### config.mk
export PLATFORM = sky130hd
export DESIGN_NAME = vedic_mac
export DESIGN_NICKNAME = d
export VERILOG_FILES = /design/src/rtl/vedic_mac_pkg.sv /design/src/rtl/vedic_mac_vedic1.sv /design/src/rtl/vedic_mac.sv
export SDC_FILE = /design/constraint.sdc
export NUM_CORES = 1
export LEC_CHECK = 0
export CORE_ASPECT_RATIO = 1.25
export CORE_UTILIZATION = 40
export CTS_CLUSTER_DIAMETER = 80
export CTS_CLUSTER_SIZE = 28
export DETAILED_ROUTE_END_ITERATION = 7
export PLACE_DENSITY = 0.55
export SKIP_CTS_REPAIR_TIMING = 1
export SYNTH_ARGS = -nofsm -noshare
export SYNTH_HDL_FRONTEND = slang
export SYNTH_SLANG_ARGS = --single-unit
### constraint.sdc
create_clock -name clk -period 15.41 [get_ports clk]
set_input_delay 4.623 -clock clk [delete_from_list [all_inputs] [get_ports clk]]
set_output_delay 4.623 -clock clk [all_outputs]
set_load 0.02 [all_outputs]
### src/rtl/vedic_mac_pkg.sv
// Shared types and constants for the vedic_mac streaming MAC stage.
// Imported by the multiplier wrapper and the top.
package vedic_mac_pkg;

   localparam int ACC_W_DEF = 40;
   localparam int CNT_W_DEF = 16;
   localparam int OP_W      = 16;
   localparam int PROD_W    = 32;

   typedef enum logic [1:0] {
      RUN   = 2'd0,
      DRAIN = 2'd1,
      HOLD  = 2'd2
   } state_t;

   // Signed add overflow: equal addend signs, different sum sign.
   function automatic logic add_ovf(
      input logic i_sa,
      input logic i_sb,
      input logic i_ss
   );
      return (i_sa == i_sb) && (i_ss != i_sa);
   endfunction

endpackage

### src/rtl/vedic_mac_vedic1.sv
// vedic1: combinational 16x16 signed multiplier built from a
// recursive Urdhva-Tiryagbhyam tree over operand magnitudes.
module vedic1
   import vedic_mac_pkg::*;
(
   input  logic [OP_W-1:0]   i_a,
   input  logic [OP_W-1:0]   i_b,
   output logic [PROD_W-1:0] o_p
);

   function automatic logic [3:0] vm2(
      input logic [1:0] a,
      input logic [1:0] b
   );
      logic c;
      c = (a[1] & b[0]) & (a[0] & b[1]);
      return {(a[1] & b[1]) & c,
              (a[1] & b[1]) ^ c,
              (a[1] & b[0]) ^ (a[0] & b[1]),
              a[0] & b[0]};
   endfunction

   function automatic logic [7:0] vm4(
      input logic [3:0] a,
      input logic [3:0] b
   );
      logic [3:0] ll, lh, hl, hh;
      ll = vm2(a[1:0], b[1:0]);
      lh = vm2(a[1:0], b[3:2]);
      hl = vm2(a[3:2], b[1:0]);
      hh = vm2(a[3:2], b[3:2]);
      return {4'b0, ll} + {2'b0, lh, 2'b0}
           + {2'b0, hl, 2'b0} + {hh, 4'b0};
   endfunction

   function automatic logic [15:0] vm8(
      input logic [7:0] a,
      input logic [7:0] b
   );
      logic [7:0] ll, lh, hl, hh;
      ll = vm4(a[3:0], b[3:0]);
      lh = vm4(a[3:0], b[7:4]);
      hl = vm4(a[7:4], b[3:0]);
      hh = vm4(a[7:4], b[7:4]);
      return {8'b0, ll} + {4'b0, lh, 4'b0}
           + {4'b0, hl, 4'b0} + {hh, 8'b0};
   endfunction

   function automatic logic [31:0] vm16(
      input logic [15:0] a,
      input logic [15:0] b
   );
      logic [15:0] ll, lh, hl, hh;
      ll = vm8(a[7:0], b[7:0]);
      lh = vm8(a[7:0], b[15:8]);
      hl = vm8(a[15:8], b[7:0]);
      hh = vm8(a[15:8], b[15:8]);
      return {16'b0, ll} + {8'b0, lh, 8'b0}
           + {8'b0, hl, 8'b0} + {hh, 16'b0};
   endfunction

   logic [OP_W-1:0]   w_ma;
   logic [OP_W-1:0]   w_mb;
   logic [PROD_W-1:0] w_u;
   logic              w_neg;

   // 16-bit magnitude of -32768 is 0x8000, still exact unsigned.
   assign w_ma  = i_a[OP_W-1] ? (~i_a + 1'b1) : i_a;
   assign w_mb  = i_b[OP_W-1] ? (~i_b + 1'b1) : i_b;
   assign w_neg = i_a[OP_W-1] ^ i_b[OP_W-1];
   assign w_u   = vm16(w_ma, w_mb);
   assign o_p   = w_neg ? (~w_u + 1'b1) : w_u;

endmodule

### src/rtl/vedic_mac.sv
// vedic_mac: P1 operand regs, vedic1, P2 product reg, frame
// accumulator and a valid/ready result register.
module vedic_mac
   import vedic_mac_pkg::*;
#(
   parameter int ACC_W = ACC_W_DEF,
   parameter int CNT_W = CNT_W_DEF
) (
   input  logic                    clk,
   input  logic                    rst,
   input  logic                    in_valid,
   output logic                    in_ready,
   input  logic [OP_W-1:0]         in_a,
   input  logic [OP_W-1:0]         in_b,
   input  logic                    in_last,
   output logic                    out_valid,
   input  logic                    out_ready,
   output logic signed [ACC_W-1:0] out_acc,
   output logic [CNT_W-1:0]        out_count,
   output logic                    out_ovf
);

   state_t r_state;
   state_t w_state_nxt;

   logic [OP_W-1:0]          r_a;
   logic [OP_W-1:0]          r_b;
   logic                     r_last1;
   logic                     r_v1;

   logic [PROD_W-1:0]        w_prod;
   logic signed [PROD_W-1:0] r_prod;
   logic                     r_last2;
   logic                     r_v2;

   logic signed [ACC_W-1:0]  r_acc;
   logic [CNT_W-1:0]         r_cnt;
   logic                     r_ovf;

   logic                     r_out_valid;
   logic signed [ACC_W-1:0]  r_out_acc;
   logic [CNT_W-1:0]         r_out_cnt;
   logic                     r_out_ovf;

   logic                     w_in_fire;
   logic                     w_out_fire;
   logic                     w_close;
   logic signed [ACC_W-1:0]  w_prod_ext;
   logic signed [ACC_W-1:0]  w_sum;
   logic                     w_ovf_now;
   logic [CNT_W-1:0]         w_cnt_inc;

   // in_ready decodes the state register only.
   assign in_ready   = (r_state == RUN);
   assign w_in_fire  = in_valid & in_ready;
   assign w_out_fire = r_out_valid & out_ready;
   assign w_close    = r_v2 & r_last2;

   assign out_valid  = r_out_valid;
   assign out_acc    = r_out_acc;
   assign out_count  = r_out_cnt;
   assign out_ovf    = r_out_ovf;

   always_ff @(posedge clk or posedge rst) begin
      if (rst) begin
         r_a     <= '0;
         r_b     <= '0;
         r_last1 <= 1'b0;
         r_v1    <= 1'b0;
      end else begin
         r_v1 <= w_in_fire;
         if (w_in_fire) begin
            r_a     <= in_a;
            r_b     <= in_b;
            r_last1 <= in_last;
         end
      end
   end

   vedic1 u_vedic1 (
      .i_a (r_a),
      .i_b (r_b),
      .o_p (w_prod)
   );

   always_ff @(posedge clk or posedge rst) begin
      if (rst) begin
         r_prod  <= '0;
         r_last2 <= 1'b0;
         r_v2    <= 1'b0;
      end else begin
         r_v2 <= r_v1;
         if (r_v1) begin
            r_prod  <= w_prod;
            r_last2 <= r_last1;
         end
      end
   end

   assign w_prod_ext = ACC_W'(r_prod);
   assign w_sum      = r_acc + w_prod_ext;
   assign w_ovf_now  = add_ovf(r_acc[ACC_W-1],
                               w_prod_ext[ACC_W-1],
                               w_sum[ACC_W-1]);
   assign w_cnt_inc  = (&r_cnt) ? r_cnt : r_cnt + 1'b1;

   always_ff @(posedge clk or posedge rst) begin
      if (rst) begin
         r_acc <= '0;
         r_cnt <= '0;
         r_ovf <= 1'b0;
      end else if (r_v2) begin
         if (r_last2) begin
            r_acc <= '0;
            r_cnt <= '0;
            r_ovf <= 1'b0;
         end else begin
            r_acc <= w_sum;
            r_cnt <= w_cnt_inc;
            r_ovf <= r_ovf | w_ovf_now;
         end
      end
   end

   always_ff @(posedge clk or posedge rst) begin
      if (rst) begin
         r_out_valid <= 1'b0;
         r_out_acc   <= '0;
         r_out_cnt   <= '0;
         r_out_ovf   <= 1'b0;
      end else if (w_close) begin
         r_out_valid <= 1'b1;
         r_out_acc   <= w_sum;
         r_out_cnt   <= w_cnt_inc;
         r_out_ovf   <= r_ovf | w_ovf_now;
      end else if (w_out_fire) begin
         r_out_valid <= 1'b0;
      end
   end

   always_ff @(posedge clk or posedge rst) begin
      if (rst) begin
         r_state <= RUN;
      end else begin
         r_state <= w_state_nxt;
      end
   end

   always_comb begin
      w_state_nxt = r_state;
      unique case (r_state)
         RUN: begin
            if (w_in_fire && in_last) begin
               w_state_nxt = DRAIN;
            end
         end
         DRAIN: begin
            if (w_close) begin
               w_state_nxt = HOLD;
            end
         end
         HOLD: begin
            if (w_out_fire) begin
               w_state_nxt = RUN;
            end
         end
         default: w_state_nxt = RUN;
      endcase
   end

endmodule

; After elaboration in Yosys (flattened, before gate mapping)
; Index checks and enable logic that the tools add are counted.
[word_totals]
regBits = 185
n_memories = 0
ramBits = 0
romBits = 0
input_bits = 37
output_inout_bits = 59
word_cells = 629
latchBits = 0
[classes]
n_eq_ne = 7
n_reduce_logical = 6
n_lt_le_gt_ge = 0
addsub = 68
mul = 0
muxes = 13
bitwise_logic = 520
shift = 0
n_div = 0
[ops]
columns = operator, n
row1 = $and A1 B1 Y1, 387
row2 = $xor A1 B1 Y1, 129
row3 = $add A8 B6 Y8, 16
row4 = $add A8 B8 Y8, 16
row5 = $add A4 B6 Y7, 16
row6 = $add A16 B12 Y16, 4
row7 = $add A16 B16 Y16, 4
row8 = $mux W16, 4
row9 = $add A8 B12 Y13, 4
row10 = $add A16 B1 Y16 const B, 3
row11 = $add A40 B32 Y40, 1
row12 = $mux W40, 1
row13 = $add A32 B1 Y32 const B, 1
row14 = $add A32 B24 Y32, 1
row15 = $add A32 B32 Y32, 1
row16 = $mux W32, 1
row17 = $not A16 Y16, 2
row18 = $not A32 Y32, 1
row19 = $add A16 B24 Y25, 1
row20 = $reduce_and A16 Y1, 1
row21 = $mux W2, 3
row22 = $pmux W2 S3, 1
row23 = $ne A2 B2 Y1 const B, 2
row24 = $mux W1, 3
row25 = other kinds (10), 11

; Longest topological paths before layout
[logic_depth]
ltp_word = 18
depth_mapped = 55

; By module
; From an unflattened synthesis, not the netlist that was laid out.
[hier_totals]
cells_unflattened = 2400
area_unflattened_um2 = 21101.5
[by_module_without_submodules]
columns = module, area_each_um2, cells_each, n_inst, seq_area_each_um2
row1 = vedic1, 11800.1, 1540, 1, 0.0
row2 = vedic_mac, 9301.4, 860, 1, 4629.4

; Least setup slack after synthesis
; Ideal clock, no wire load.
[synth_path]
path_type = register to register
start = reg r_a[0]
end = reg r_prod[27]
setup_slack_ns = 3.799
stages_incl_launch_ff = 53
arrival_time_ns = 11.529
setup_ns = 0.082
cell_sequence = dfrtp_1 -> clkinv_1 -> clkbuf_1 -> ha_1 -> mux2i_1 -> clkbuf_1 -> nor2_1 -> ha_1 -> ha_1 -> ha_1 -> inv_1 -> fa_1 -> xnor2_1 -> fa_1 -> inv_1 -> fa_1 -> inv_1 -> ha_1 -> [17 not listed] -> a21oi_1 -> o21bai_1 -> a21oi_1 -> nor2_1 -> xor2_1 -> fa_1 -> inv_1 -> ha_1 -> clkbuf_1 -> nand3_1 -> a2111oi_0 -> nor2_1 -> xor2_1 -> nand2_1 -> o41a_1 -> a311oi_1 -> o21ai_0 -> a31oi_1
[synth_between]
elab_chain_len = 18
elab_cells_between_ends = 565
cone_classes = 65 x add/sub / 2 x mux / 498 x bitwise
[synth_lines]
columns = element, line_no
row1 = "start, declared", vedic_mac.sv:26  ; logic [OP_W-1:0] r_a;
row2 = "start signal, assigned", vedic_mac.sv:73  ; r_a <= in_a;
row3 = $not A16 Y16, vedic_mac_vedic1.sv:68  ; assign w_ma = i_a[OP_W-1] ? (~i_a + 1'b1) : i_a;
row4 = $add A16 B1 Y16, vedic_mac_vedic1.sv:68
row5 = $mux W16 *, vedic_mac_vedic1.sv:68
row6 = $and A1 B1 Y1, "vedic_mac_vedic1.sv:16, vedic_mac_vedic1.sv:19"
row7 = $and A1 B1 Y1, vedic_mac_vedic1.sv:16  ; c = (a[1] & b[0]) & (a[0] & b[1]);
row8 = $xor A1 B1 Y1 / $and A1 B1 Y1 (equally long branches), "vedic_mac_vedic1.sv:18, vedic_mac_vedic1.sv:17"
row9 = $add A4 B6 Y7, vedic_mac_vedic1.sv:32  ; return {4'b0, ll} + {2'b0, lh, 2'b0}
row10 = $add A8 B6 Y8, vedic_mac_vedic1.sv:33  ; + {2'b0, hl, 2'b0} + {hh, 4'b0};
row11 = [2 not listed], --
row12 = $add A16 B12 Y16, vedic_mac_vedic1.sv:46  ; + {4'b0, hl, 4'b0} + {hh, 8'b0};
row13 = $add A16 B16 Y16, vedic_mac_vedic1.sv:46
row14 = $add A16 B24 Y25, vedic_mac_vedic1.sv:58  ; return {16'b0, ll} + {8'b0, lh, 8'b0}
row15 = $add A32 B24 Y32, vedic_mac_vedic1.sv:59  ; + {8'b0, hl, 8'b0} + {hh, 16'b0};
row16 = $add A32 B32 Y32 *, vedic_mac_vedic1.sv:59
row17 = $not A32 Y32, vedic_mac_vedic1.sv:72  ; assign o_p = w_neg ? (~w_u + 1'b1) : w_u;
row18 = $add A32 B1 Y32, vedic_mac_vedic1.sv:72
row19 = $mux W32 *, vedic_mac_vedic1.sv:72
row20 = "end signal, assigned", vedic_mac.sv:94  ; r_prod <= w_prod;
row21 = "end, declared", vedic_mac.sv:32  ; logic signed [PROD_W-1:0] r_prod;
; Mark *: on every way between the ends. The rest lies on a longest branch, timed or not.
; A chain may end at the register's enable or synchronous reset.

; Worst setup path after layout
; Same ends and word-level chain as after synthesis.

==> metrics.cfg <==
[placed_design]
place.port_buffers=95
hpwl_um=43200
place_congestion=0.870

[worst_setup_path]
cpPeakStageDelay_ps=780
crit_path_end_kind=flip-flop
cp-start-kind=flip-flop
cp.arrival_ps=13100
required_ps=15800
worstReg2RegEnd=r_prod[27]
ff2ff_path_depth=50
path_class=flip-flop to flip-flop
crit_slowest_cell=a2111oi_0
reg2reg_from=r_a[0]
regToRegSetupSlack_ps=2700
cp_common_cell=ha_1
path_max_fanout=17

[sta]
fmax_ghz=0.0787
setup_viol=0
slew_headroom_pct=31.1
fin_crit_sh_pct=82.5
period_minus_slack_ps=12710
setup-tns-final_ps=0
hold_viol=0
slew_viol_final=0
fin_skew_ps=15.0
rsz0062_at_grt=no
worstMarginPinSlew_ps=1030

[floorplanning]
die_x_um=214
die_h_um=267
core_sq_mm=0.0553
rows=96
pin_count=96
start_util_pct=40.8
die_area_sq_mm=0.0573

[clocking]
cts_made_buffers=17
h-tree-depth=4
clock_path_buffers=2
cts_tree=yes
cts_root_buf=clkbuf_16
worstSkewPairLatency_ps=480
clkSlewWorstSetupHoldPaths_ps=70
cts.sinks=185

[final_layout]
syn2layout_area_growth_pct=11.0
layout-drive-gt1-share_pct=5.56
fin_nets=3224
num-fill-cells=5470
multi_input_area_sq_mm=0.0166
seq_area_sq_mm=0.00463
mostFrequentLayoutCells=ha_1 (404), nor2_1 (341), inv_1 (274)
diodes=0
final_common_cell=ha_1

[yosys]
yosysWarnings=0
yosys.area.top_type=ha_1
ys_ff_latch=185
ys.flop_type=dfrtp_1
yosysSeqAreaShare_pct=20.5
synth_top_area_share_pct=22.4
synth.distinct_cells=75
synth.top_cells.by_area=ha_1 (22%), dfrtp_1 (21%), fa_1 (8.9%), nor2_1 (5.7%), xnor2_1 (5.6%)
async_reset_ff_share_pct=100
syn_area_sq_mm=0.0225
synth-edff-count=0
netlist_instances=2626
syn_nets=3167
syn_area_per_cell_sq_um=8.58

[min_path]
min_from=out_acc[34]
hold_class=flip-flop to flip-flop
holdPathStages=2
worstHoldEndpoint=out_acc[34]

[route]
drtIter0Drc=760
routed_wl_um=53100
postRouteAntennaNets=0
wl_per_cell_um=15.5
drcViolationCount=0
vias=17900
drt-pass1-iter-count=5
vias_per_cell=5.20

[global_route]
grt_usage_pct=19.1
grt_pass1_vias=18100
grt_pass1_wl_um=89100
grt_max_degree=128
gr-total-overflow=0
grt_antenna_before_repair=0

[status]
status=finished, final reports clean

[job]
drv_cap=0

[Yosys cell counts (15+ instances only)]
cell type  number
dfrtp_1       185
xnor2_1       145
o211ai_1       15
or2_2          24
nor2_1        341
xor2_1        122
mux2_2         38
inv_1         275
nor3_1         16
o21ai_0       146
a21o_1         79
or3_1          15
a21oi_1       166
ha_1          404
clkbuf_1       81
nand2_1       171
and3_1         19
o31ai_1        16
nand3_1        26
fa_1          100
nor2b_1        25
o2bb2ai_1      34
[how the worst max path moves through the flow]
stage,startpoint,endpoint,slack [ps],cells past startpoint
CTS,r_a[0],r_prod[27],2620,50
floorplan,r_a[0],r_prod[27],3800,52
global placement,r_a[0],r_prod[27],2910,50
finish,r_a[0],r_prod[27],2700,50
global route,r_a[0],r_prod[27],1760,50
detailed placement,r_a[0],r_prod[27],2690,50
[metal layers]
metal  part of all wire, %  global-route usage [%]  up-vias  wire length (um)
met2                    53                    36.9      158             28100
li1                      -                       -     9014                 -
met1                    44                    22.0     8644             23200
met3                   1.8                    2.28       40               953
met4                   1.6                    5.33        0               857
met5                     0                       0        -                 0
[final cells by class]
| class | instances | share of cell area [%] |
|---|---|---|
| multi-input combinational | 2077 | 66.5 |
| sequential | 185 | 18.5 |
| clock inverter | 14 | 0.710 |
| timing repair buffer | 123 | 4.64 |
| clock buffer | 18 | 1.76 |
| inverter | 279 | 4.22 |
| tap | 735 | 3.68 |
[state kept, by name, indices dropped and copies added (netlist names)]
signal / flops
r_v2: 1
r_a: 16
r_last2: 1
out_valid: 1
out_count: 16
out_acc: 40
r_b: 16
r_cnt: 16
r_acc: 40
out_ovf: 1
r_last1: 1
r_ovf: 1
r_v1: 1
r_state: 2
r_prod: 32
[critical path: cells and delay by family, from the launching register on]
kind | cells | cell delay (ps)
flops | 1 | 450
mux | 1 | 140
fa+ha+maj | 14 | 5340
compound gates | 12 | 3050
xor+xnor | 5 | 950
buf+inv | 9 | 1120
simple gates | 9 | 1570
[metrics by stage]
step | util (%) | hold slack (ps) | std cells | area, sq um | worst slack (ps)
after floorplan | - | 408 | 2626 | 22500 | 3800
after global placement | 44.1 | 461 | 3399 | 24400 | 2910
after detailed placement | 44.1 | 471 | 3399 | 24400 | 2690
after CTS | 45.3 | 487 | 3431 | 25000 | 2620
after global routing | 45.3 | 516 | 3431 | 25000 | 1760
final | 45.3 | 481 | 3431 | 25000 | 2700
[logic make-up (layout without fill, tap and decap cells)]
logic type      after synthesis  count (layout)  share of synthesized area [%]
simple gates                711             711                           14.2
compound gates              550             550                           15.2
fa+ha+maj                   504             504                           31.3
buf+inv                     364             434                           6.07
xor+xnor                    268             268                           10.5
flops                       185             185                           20.5
mux                          44              44                           2.17
Power is not shown: default switching activity piles up to over one toggle a cycle in this logic, so the estimate is an artifact.
